## src/rtl/uart_msg_sequencer_pkg.sv

```systemverilog
// Shared constants for the UART message sequencer: node IDs, ASCII codes,
// header table, request record and FSM state encoding.
package uart_msg_sequencer_pkg;

    typedef logic [7:0] char_t;

    typedef struct packed {
        logic [1:0] typ;
        logic [4:0] node;
    } req_t;

    localparam char_t ASC_DASH = 8'h2D;
    localparam char_t ASC_HASH = 8'h23;
    localparam char_t ASC_ZERO = 8'h30;
    localparam char_t ASC_A    = 8'h41;

    localparam logic [4:0] NODE_PSU1 = 5'd27;
    localparam logic [4:0] NODE_PSU2 = 5'd29;
    localparam logic [4:0] NODE_PSU3 = 5'd31;
    localparam logic [4:0] NODE_MU1  = 5'd9;
    localparam logic [4:0] NODE_MU2  = 5'd8;
    localparam logic [4:0] NODE_MU3  = 5'd7;
    localparam logic [4:0] NODE_FSU1 = 5'd25;
    localparam logic [4:0] NODE_FSU2 = 5'd22;
    localparam logic [4:0] NODE_FSU3 = 5'd20;
    localparam logic [4:0] NODE_WSU1 = 5'd17;
    localparam logic [4:0] NODE_WSU2 = 5'd15;
    localparam logic [4:0] NODE_WSU3 = 5'd13;

    // Three-letter headers, first character in the top byte.
    localparam logic [23:0] HDR_TBL [4] = '{"RDM", "ARV", "DEP", "ERR"};

    localparam logic [2:0] ST_IDLE = 3'd0;
    localparam logic [2:0] ST_LOAD = 3'd1;
    localparam logic [2:0] ST_SEND = 3'd2;
    localparam logic [2:0] ST_WAIT = 3'd3;
    localparam logic [2:0] ST_GAP  = 3'd4;
    localparam logic [2:0] ST_DONE = 3'd5;

    localparam int MAX_LEN = 12;

    function automatic char_t hex_char(input logic [3:0] nib);
        return (nib < 4'd10) ? ASC_ZERO + {4'h0, nib} : ASC_A + {4'h0, nib} - 8'd10;
    endfunction

endpackage

```

## src/rtl/uart_msg_sequencer_loc_lut.sv

```systemverilog
// Node number to location text (3 or 4 characters, first char in the top byte).
module msg_loc_lut
    import uart_msg_sequencer_pkg::*;
(
    input  logic [4:0]  i_node,
    output logic [31:0] o_loc,
    output logic        o_loc4
);

    // NOTE: both outputs get a default first so no path through the case can infer a latch.
    always_comb begin
        o_loc  = {"XXX", 8'h00};
        o_loc4 = 1'b0;
        case (i_node)
            NODE_PSU1: begin o_loc = "PSU1"; o_loc4 = 1'b1; end
            NODE_PSU2: begin o_loc = "PSU2"; o_loc4 = 1'b1; end
            NODE_PSU3: begin o_loc = "PSU3"; o_loc4 = 1'b1; end
            NODE_MU1:  o_loc = {"MU1", 8'h00};
            NODE_MU2:  o_loc = {"MU2", 8'h00};
            NODE_MU3:  o_loc = {"MU3", 8'h00};
            NODE_FSU1: begin o_loc = "FSU1"; o_loc4 = 1'b1; end
            NODE_FSU2: begin o_loc = "FSU2"; o_loc4 = 1'b1; end
            NODE_FSU3: begin o_loc = "FSU3"; o_loc4 = 1'b1; end
            NODE_WSU1: begin o_loc = "WSU1"; o_loc4 = 1'b1; end
            NODE_WSU2: begin o_loc = "WSU2"; o_loc4 = 1'b1; end
            NODE_WSU3: begin o_loc = "WSU3"; o_loc4 = 1'b1; end
            default:   ;
        endcase
    end

endmodule

```

## src/rtl/uart_msg_sequencer.sv

```systemverilog
// Queues status requests and streams each as "HDR-LOC-[HH]#" one character
// at a time to a UART, with optional inter-character gap and tx_done timeout.
module uart_msg_sequencer
    import uart_msg_sequencer_pkg::*;
#(
    parameter int REQ_DEPTH = 4,
    parameter int CKSUM_EN  = 0,
    parameter int GAP_CYC   = 0,
    parameter int TO_CYC    = 1000000
) (
    input  logic       clk,
    input  logic       rst,
    input  logic       req_valid,
    input  logic [1:0] req_type,
    input  logic [4:0] req_node,
    output logic       req_ready,
    input  logic       tx_done,
    output logic       tx_start,
    output logic [7:0] tx_msg,
    output logic       busy,
    output logic       msg_done,
    output logic       timeout_err
);

    localparam int PTR_W = $clog2(REQ_DEPTH);
    localparam int CNT_W = PTR_W + 1;
    localparam int TO_W  = $clog2(TO_CYC + 1);

    req_t             r_mem [REQ_DEPTH];
    logic [PTR_W-1:0] r_wr_ptr, r_rd_ptr;
    logic [CNT_W-1:0] r_count;
    logic             w_push, w_pop;

    logic [2:0]       r_state;
    req_t             r_cur;
    char_t            r_buf [MAX_LEN];
    logic [3:0]       r_len, r_idx;
    logic [TO_W-1:0]  r_to_cnt;
    logic [7:0]       r_gap_cnt;
    char_t            r_tx_msg;
    logic             r_timeout;

    logic [31:0]      w_loc;
    logic             w_loc4;
    logic [23:0]      w_hdr;
    char_t            w_buf [MAX_LEN];
    logic [3:0]       w_dash2, w_len, w_idx_inc;
    char_t            w_cksum;

    assign req_ready = (r_count != CNT_W'(REQ_DEPTH));
    assign w_push    = req_valid && req_ready;
    assign w_pop     = (r_state == ST_IDLE) && (r_count != '0);
    assign w_idx_inc = r_idx + 4'd1;

    always_ff @(posedge clk or posedge rst) begin
        if (rst) begin
            r_wr_ptr <= '0;
            r_rd_ptr <= '0;
            r_count  <= '0;
        end else begin
            if (w_push) r_wr_ptr <= r_wr_ptr + PTR_W'(1);
            if (w_pop)  r_rd_ptr <= r_rd_ptr + PTR_W'(1);
            case ({w_push, w_pop})
                2'b10:   r_count <= r_count + CNT_W'(1);
                2'b01:   r_count <= r_count - CNT_W'(1);
                default: ;
            endcase
        end
    end

    // NOTE: storage arrays carry no reset; pointers, count and state decide what is valid.
    always_ff @(posedge clk) begin
        if (w_push) r_mem[r_wr_ptr] <= '{typ: req_type, node: req_node};
        if (r_state == ST_LOAD) r_buf <= w_buf;
    end

    msg_loc_lut u_loc (
        .i_node (r_cur.node),
        .o_loc  (w_loc),
        .o_loc4 (w_loc4)
    );

    always_comb begin
        w_hdr   = HDR_TBL[r_cur.typ];
        w_cksum = 8'h00;
        for (int i = 0; i < MAX_LEN; i++) w_buf[i] = 8'h00;
        w_buf[0] = w_hdr[23:16];
        w_buf[1] = w_hdr[15:8];
        w_buf[2] = w_hdr[7:0];
        w_buf[3] = ASC_DASH;
        w_buf[4] = w_loc[31:24];
        w_buf[5] = w_loc[23:16];
        w_buf[6] = w_loc[15:8];
        if (w_loc4) begin
            w_buf[7] = w_loc[7:0];
            w_buf[8] = ASC_DASH;
            w_dash2  = 4'd8;
        end else begin
            w_buf[7] = ASC_DASH;
            w_dash2  = 4'd7;
        end
        // Checksum spans the header through the second dash inclusive.
        for (int i = 0; i < 9; i++) begin
            if (i <= int'(w_dash2)) w_cksum = w_cksum ^ w_buf[i];
        end
        if (CKSUM_EN != 0) begin
            w_buf[w_dash2 + 4'd1] = hex_char(w_cksum[7:4]);
            w_buf[w_dash2 + 4'd2] = hex_char(w_cksum[3:0]);
            w_buf[w_dash2 + 4'd3] = ASC_HASH;
            w_len = w_dash2 + 4'd4;
        end else begin
            w_buf[w_dash2 + 4'd1] = ASC_HASH;
            w_len = w_dash2 + 4'd2;
        end
    end

    // NOTE: sequential state uses non-blocking assignments so every register samples pre-edge values.
    always_ff @(posedge clk or posedge rst) begin
        if (rst) begin
            r_state   <= ST_IDLE;
            r_cur     <= '0;
            r_len     <= '0;
            r_idx     <= '0;
            r_to_cnt  <= '0;
            r_gap_cnt <= '0;
            r_tx_msg  <= '0;
            r_timeout <= 1'b0;
        end else begin
            r_timeout <= 1'b0;
            case (r_state)
                ST_IDLE: if (w_pop) begin
                    r_cur   <= r_mem[r_rd_ptr];
                    r_state <= ST_LOAD;
                end
                ST_LOAD: begin
                    r_len    <= w_len;
                    r_idx    <= '0;
                    r_tx_msg <= w_buf[0];
                    r_state  <= ST_SEND;
                end
                ST_SEND: begin
                    r_to_cnt <= '0;
                    r_state  <= ST_WAIT;
                end
                ST_WAIT: begin
                    if (tx_done) begin
                        r_idx <= w_idx_inc;
                        if (w_idx_inc == r_len) begin
                            r_state <= ST_DONE;
                        end else if (GAP_CYC > 0) begin
                            r_gap_cnt <= '0;
                            r_state   <= ST_GAP;
                        end else begin
                            r_tx_msg <= r_buf[w_idx_inc];
                            r_state  <= ST_SEND;
                        end
                    end else if (r_to_cnt == TO_W'(TO_CYC - 1)) begin
                        r_timeout <= 1'b1;
                        r_state   <= ST_IDLE;
                    end else begin
                        r_to_cnt <= r_to_cnt + TO_W'(1);
                    end
                end
                ST_GAP: begin
                    if (r_gap_cnt == 8'(GAP_CYC - 1)) begin
                        r_tx_msg <= r_buf[r_idx];
                        r_state  <= ST_SEND;
                    end else begin
                        r_gap_cnt <= r_gap_cnt + 8'd1;
                    end
                end
                ST_DONE: r_state <= ST_IDLE;
                default: r_state <= ST_IDLE;
            endcase
        end
    end

    assign tx_start    = (r_state == ST_SEND);
    assign tx_msg      = r_tx_msg;
    assign msg_done    = (r_state == ST_DONE);
    assign timeout_err = r_timeout;
    assign busy        = (r_state != ST_IDLE) || (r_count != '0);

endmodule
```

## config.mk

```make
export PLATFORM = sky130hd
export DESIGN_NAME = uart_msg_sequencer
export DESIGN_NICKNAME = d
export VERILOG_FILES = /design/src/rtl/uart_msg_sequencer_pkg.sv /design/src/rtl/uart_msg_sequencer_loc_lut.sv /design/src/rtl/uart_msg_sequencer.sv
export SDC_FILE = /design/constraint.sdc
export NUM_CORES = 1
export LEC_CHECK = 0
export CAP_MARGIN = 20
export CORE_ASPECT_RATIO = 2
export CORE_MARGIN = 2
export CORE_UTILIZATION = 65
export DETAILED_ROUTE_END_ITERATION = 12
export GPL_ROUTABILITY_DRIVEN = 0
export PLACE_DENSITY = 0.86
export SETUP_SLACK_MARGIN = 0.05
export SLEW_MARGIN = 25
export SYNTH_ARGS = -nofsm -noshare
export SYNTH_HDL_FRONTEND = slang
export SYNTH_SLANG_ARGS = --single-unit
export TNS_END_PERCENT = 5
```

## constraint.sdc

```tcl
create_clock -name clk -period 6.7 [get_ports clk]
set_input_delay 1.005 -clock clk [delete_from_list [all_inputs] [get_ports clk]]
set_output_delay 1.005 -clock clk [all_outputs]
set_load 0.005 [all_outputs]
```

==> results of run 1 <==
==> power groups by stage <==
| stage | Sequential [mW] | Combinational, mW | Clock (mW) |
|---|---|---|---|
| 2_1_floorplan | 1.06 | 0.983 | 0 |
| 3_3_place_gp | 1.17 | 1.08 | 0 |
| 3_5_place_dp | 1.19 | 1.13 | 0 |
| 4_1_cts | 1.19 | 1.15 | 0.952 |
| 5_1_grt | 1.22 | 1.27 | 0.980 |
| 6_report | 1.20 | 1.15 | 0.950 |
==> cells by family after synthesis <==
kind of cell,synth area share [%]
AOI/OAI and AO/OA,11.4
xor gates and xnor gates,5.40
adders and majority gates,2.02
buffers and inverters,3.61
DFF,51.9
muxes,8.65
other,0.126
and+or+nand+nor,16.9
==> worst paths after layout <==
kind | end | slack, ns | cells after the start
setup / recovery | tx_start | 3.53 | 4
hold / removal | r_gap_cnt[7] | 0.46 | 1
setup reg to reg | tx_msg[0] | 3.86 | 6
hold reg to reg | r_gap_cnt[7] | 0.46 | 1
max in group asynchronous | r_to_cnt[2] | 5.08 | 3
min in group asynchronous | r_wr_ptr[1] | 1.13 | 3
==> final cells by class <==
class	instances	area, um^2
clock buffers	19	433
clock inverters	13	186
fillers	525	2140
inverters	21	78.8
multi-input cells	350	2650
flip-flops and latches	113	3090
well taps	102	128
repair buffers	25	243
==> flip-flops by register name, indices dropped and copies added (netlist names), 2 cells and up <==
name / count
r_wr_ptr: 2
r_idx: 4
r_state: 3
tx_msg: 7
r_rd_ptr: 2
r_gap_cnt: 8
r_count: 3
r_mem: 28
r_len: 3
r_to_cnt: 20
r_buf: 25
r_cur: 7
==> metal layers <==
layer  part of all wire (%)  global-route usage (%)  vias to the layer above
met2                     56                    50.1                      197
met3                    4.3                    6.01                       60
met4                    4.9                    16.4                        0
li1                       -                       -                     1925
met5                      0                       0                        -
met1                     34                    29.6                     2077
==> cell usage after synthesis (5+ instances only) <==
cell | instances | share of area, %
mux2i_1 | 8 | 1.3
edfxtp_1 | 53 | 27
xnor2_1 | 17 | 2.5
mux2_2 | 9 | 1.7
buf_2 | 7 | 0.59
and3_1 | 8 | 0.84
o211ai_1 | 5 | 0.63
nor3_1 | 17 | 1.4
clkbuf_1 | 12 | 0.76
nand3b_1 | 6 | 0.76
xor2_1 | 11 | 1.6
nor2_1 | 38 | 2.4
dfrtp_1 | 60 | 25
a21oi_1 | 15 | 1.3
nand2b_1 | 7 | 0.73
nand2_1 | 37 | 2.3
ha_1 | 8 | 1.7
mux4_2 | 13 | 4.9
nor2b_1 | 5 | 0.52
o21ai_0 | 19 | 1.6
nor3b_1 | 6 | 0.76
inv_1 | 20 | 1.3
nand3_1 | 15 | 1.3
nand4_1 | 9 | 0.94
a31oi_1 | 7 | 0.73
==> through the flow <==
| step | setup slack, ns | util, % | cells |
|---|---|---|---|
| 6_report | 3.53 | 76.1 | 643 |
| 3_5_place_dp | 3.74 | 69.2 | 611 |
| 4_1_cts | 3.53 | 76.1 | 643 |
| 5_1_grt | 3.46 | 76.1 | 643 |
| 2_1_floorplan | 4.21 | - | 512 |
| 3_3_place_gp | 3.85 | 69.2 | 611 |
==> impl_metrics.yaml, run 1 <==
logic_synthesis:
  synth_edf_count: 53
  synth_flop_cell: "dfrtp_1"
  netlist_area_mm2: 0.00596
  synth.avg_cell_area_um2: 11.6
  syn_nets: 532
  synth_cells: 512
  synth_seq_cells: 113
  synthArstFlopShare_pct: 53.1
  ys_types: 79
  ys_warn_count: 0
  yosysSeqAreaShare_pct: 51.9
sta:
  max_slew_margin_pct: 30.5
  tightest_slew_ns: 1.04
  hold-worst-slack_ns: 0.462
  fin_crit_sh_pct: 47.3
  skew_ns: 0.00626
  report.final.slew_viol_count: 0
  tns_ns: 0
  rsz0062_at_grt: "no"
  finalHoldViolations: 0
  final-setup-viol-count: 0
  fmax_mhz: 316
  min_period_ns: 3.17
floorplan:
  rows: 49
  initial_utilization_pct: 66.6
  coreArea_mm2: 0.00895
  dieHeight_um: 139
  dieArea_mm2: 0.00999
  io-pin-count: 24
  die_w_um: 71.7
detailed_routing:
  drt-wirelength-per-cell_um: 20.2
  via_per_inst: 6.62
  routed_wl_um: 13000
  via_count: 4259
  drtPass1Iterations: 5
  drt.antenna.violating_nets: 0
  drc: 0
  drt_iter0_drc: 312
cts:
  clkLatencyLatePin_ns: 0.42
  ctsHoldBuffers: 0
  post_cts_buffers: 0
  cts_inserted_buffers: 17
  ctsRootBufferMaster: "clkbuf_16"
  cts_resized: 0
  tritoncts: "done"
  cts_sinks: 113
  h-tree-depth: 4
  cts_max_path_buffers: 2
  clkSlewWorstSetupHoldPaths_ns: 0.05
final_layout:
  fin_nets: 548
  final_cell_mix: "dfrtp_1 (60), edfxtp_1 (53), nor2_1 (38)"
  n_antenna_cell: 0
  syn_to_final_growth_pct: 14.3
  drive_gt1_share_pct: 15.0
  final_common_cell: "dfrtp_1"
  fin_area_mm2: 0.00681
power_and_ir_drop:
  p_int_mw: 2.10
  total_power_mw: 3.30
  powerDensity_mw_per_mm2: 485
  switching_share_pct: 36.4
  power_frac_comb_pct: 35.0
  peakVddDrop_v: 0.000316
  power_leakage_nw: 2.63
  netSwitchingPower_mw: 1.20
  p_seq_share_pct: 36.3
  p_clk_share_pct: 28.8
worst_setup_path:
  required_ns: 5.69
  critical_path_arrival_ns: 2.16
  path_class: "register to output pin"
  cp_max_fo: 21
  crit_path_end_kind: "output pin"
  cp_slowest_cell: "dfrtp_1"
  slowest_delay_ns: 0.54
  critPathLaunchType: "register"
  crit_chain: "nand2b_1 -> nor2_1 -> buf_4 -> clkdlybuf4s50_1"
  path_buf_inv: 2
  crit_family: "buffers and inverters"
  reg2reg_from: "r_idx[1]"
  startpoint: "r_state[2]"
place:
  post-dp-hpwl_um: 8490
  port_buffers: 22
  dpl_cell_area_mm2: 0.00619
global_route:
  first_global_vias: 4409
  grt_pass1_wl_um: 21400
  grt_max_degree: 61
  grt.total_usage_pct: 28.2
  antenna_found_initial: 0
  overflow: 0
run_status:
  run_status: "completed"
run:
  max_cap_viol_count: 0
hold_path:
  holdCritPathClass: "register to register"
  hp-start: "r_gap_cnt[7]"
No activity file was read; power rests on OpenSTA's default activity.
==> inputs of run 2 (changes only) <==
--- a/config.mk
+++ b/config.mk
@@ -8,10 +8,10 @@
 export CAP_MARGIN = 20
 export CORE_ASPECT_RATIO = 2
 export CORE_MARGIN = 2
-export CORE_UTILIZATION = 65
+export CORE_UTILIZATION = 55
 export DETAILED_ROUTE_END_ITERATION = 12
 export GPL_ROUTABILITY_DRIVEN = 0
-export PLACE_DENSITY = 0.86
+export PLACE_DENSITY = 0.78
 export SETUP_SLACK_MARGIN = 0.05
 export SLEW_MARGIN = 25
 export SYNTH_ARGS = -nofsm -noshare
==> constraint.sdc (replaced) <==
create_clock -name clk -period 2.9 [get_ports clk]
set_input_delay 0.435 -clock clk [delete_from_list [all_inputs] [get_ports clk]]
set_output_delay 0.435 -clock clk [all_outputs]
set_load 0.005 [all_outputs]
==> run 2 against run 1 <==
  * Sequential cell count unchanged
  * Clock power up 110%
  * Highest routed layer unchanged
  * Total power rose by 130%
  * Core utilization decreased by 11 points
==> impl_metrics.yaml, run 2 (synthesized netlist as in run 1, its figures left out) <==
hold_path:
  holdCritPathClass: "input pin to asynchronous set/reset pin"
detailed_routing:
  drt-wirelength-per-cell_um: 18.9
  routed_wl_um: 13000
  via_per_inst: 6.11
  drt.antenna.violating_nets: 0
  drtPass1Iterations: 5
  drt_iter0_drc: 245
  via_count: 4194
  drc: 0
final_layout:
  top_regs: "r_mem: 28 flops, r_buf: 25 flops, r_to_cnt: 20 flops"
  drive_gt1_share_pct: 16.6
  largest_reg_flops: 28
  n_antenna_cell: 0
  final_cell_mix: "dfrtp_1 (60), edfxtp_1 (53), nor2_1 (38)"
  top_register: "r_mem"
  fin_nets: 556
  final_common_cell: "dfrtp_1"
  syn_to_final_growth_pct: 15.7
  stdcell_count: 686
worst_setup_path:
  crit_path_end_kind: "output pin"
  cp_max_fo: 13
  required_ns: 2.47
  critPathLaunchType: "register"
  rrSetupSlack_ns: 0.70
  cp_slowest_cell: "dfrtp_1"
  crit_chain: "nand2b_1 -> nor2_1 -> clkdlybuf4s50_1"
  reg2reg_from: "r_idx[1]"
  critical_path_arrival_ns: 1.90
  path_class: "register to output pin"
  slowest_delay_ns: 0.53
  startpoint: "r_state[2]"
global_route:
  overflow: 0
  antenna_found_initial: 0
  grt.total_usage_pct: 24.2
  top_usage_layer: "met2"
  grtUsageMet3_pct: 5.01
  met1_usage_pct: 23.3
  grt_max_degree: 58
  grtUsageMet2_pct: 46.9
  first_global_vias: 4433
  grt_pass1_wl_um: 21600
sta:
  final-setup-viol-count: 0
  tns_ns: 0
  hold-worst-slack_ns: 0.203
  min_period_ns: 2.34
  tightest_slew_ns: 0.633
  finalHoldViolations: 0
  rsz0062_at_grt: "no"
  skew_ns: 0.00982
  report.final.slew_viol_count: 0
  fin_crit_sh_pct: 80.6
  fmax_mhz: 428
  max_slew_margin_pct: 57.2
cts:
  post_cts_buffers: 0
  cts_sinks: 113
  tritoncts: "done"
  ctsRootBufferMaster: "clkbuf_16"
  cts_resized: 0
  clkSlewWorstSetupHoldPaths_ns: 0.06
  clkLatencyLatePin_ns: 0.42
  h-tree-depth: 4
  cts_max_path_buffers: 2
  cts_inserted_buffers: 17
  ctsHoldBuffers: 0
power_and_ir_drop:
  power_leakage_nw: 2.67
  powerDensity_mw_per_mm2: 1090
  peakVddDrop_v: 0.000827
run:
  max_cap_viol_count: 0
floorplan:
  die_w_um: 77.6
  dieHeight_um: 151
  coreArea_mm2: 0.0105
  rows: 53
  dieArea_mm2: 0.0117
  io-pin-count: 24
  initial_utilization_pct: 56.5
run_status:
  run_status: "completed"
place:
  port_buffers: 22
  dp.cells: 654
  post-dp-hpwl_um: 9270
[run 2: changes by cell type in the layout (fill, tap and decap cells not counted), sizes merged]
cell    before  now
buf          3   11
inv         22   26
bufinv       4    2
clkbuf      19   18
clkinv       5    4
[run 2: per-stage QoR]
step	power [mW]	util [%]	cell area [um^2]	setup slack [ns]
5_1_grt	7.97	65.4	6890	0.432
2_1_floorplan	4.71	-	5960	0.686
6_report	7.53	65.4	6890	0.561
3_5_place_dp	5.47	59.8	6310	0.550
4_1_cts	7.55	65.4	6890	0.548
3_3_place_gp	5.33	59.8	6310	0.652
[run 2: report_power, final]
| part | switching, mW | total [mW] | internal, mW |
|---|---|---|---|
| logic | 1.52 | 2.78 | 1.26 |
| registers | 0.490 | 2.71 | 2.21 |
| clock network | 0.768 | 2.04 | 1.27 |
[run 2: routing by layer]
layer	routed length (um)	share of wire, %	vias to the layer above
met5	0	0	-
met4	412	3.2	0
met3	397	3.1	42
met2	7760	60	122
met1	4410	34	2092
li1	-	-	1938
[run 2: worst paths after layout]
check                               end  depth (start not counted)
max in group asynchronous      r_len[3]                          3
hold / removal                 r_cur[3]                          2
setup / recovery               tx_start                          3
setup reg to reg              tx_msg[0]                          6
min in group clk           r_gap_cnt[7]                          1
hold reg to reg            r_gap_cnt[7]                          1
[run 2: cell type report]
class / instances / area, um^2
fill: 742 / 3650
timing repair buffer: 33 / 315
inverter: 21 / 78.8
clock buffer: 18 / 429
sequential: 113 / 3090
tap: 137 / 171
clock inverter: 14 / 154
multi-input combinational: 350 / 2650
[run 2: worst max-delay path, delay by kind of cell, from the launching register on]
family	cells	cell delay, ns
buffers and inverters	1	0.53
DFF	1	0.53
and+or+nand+nor	2	0.43
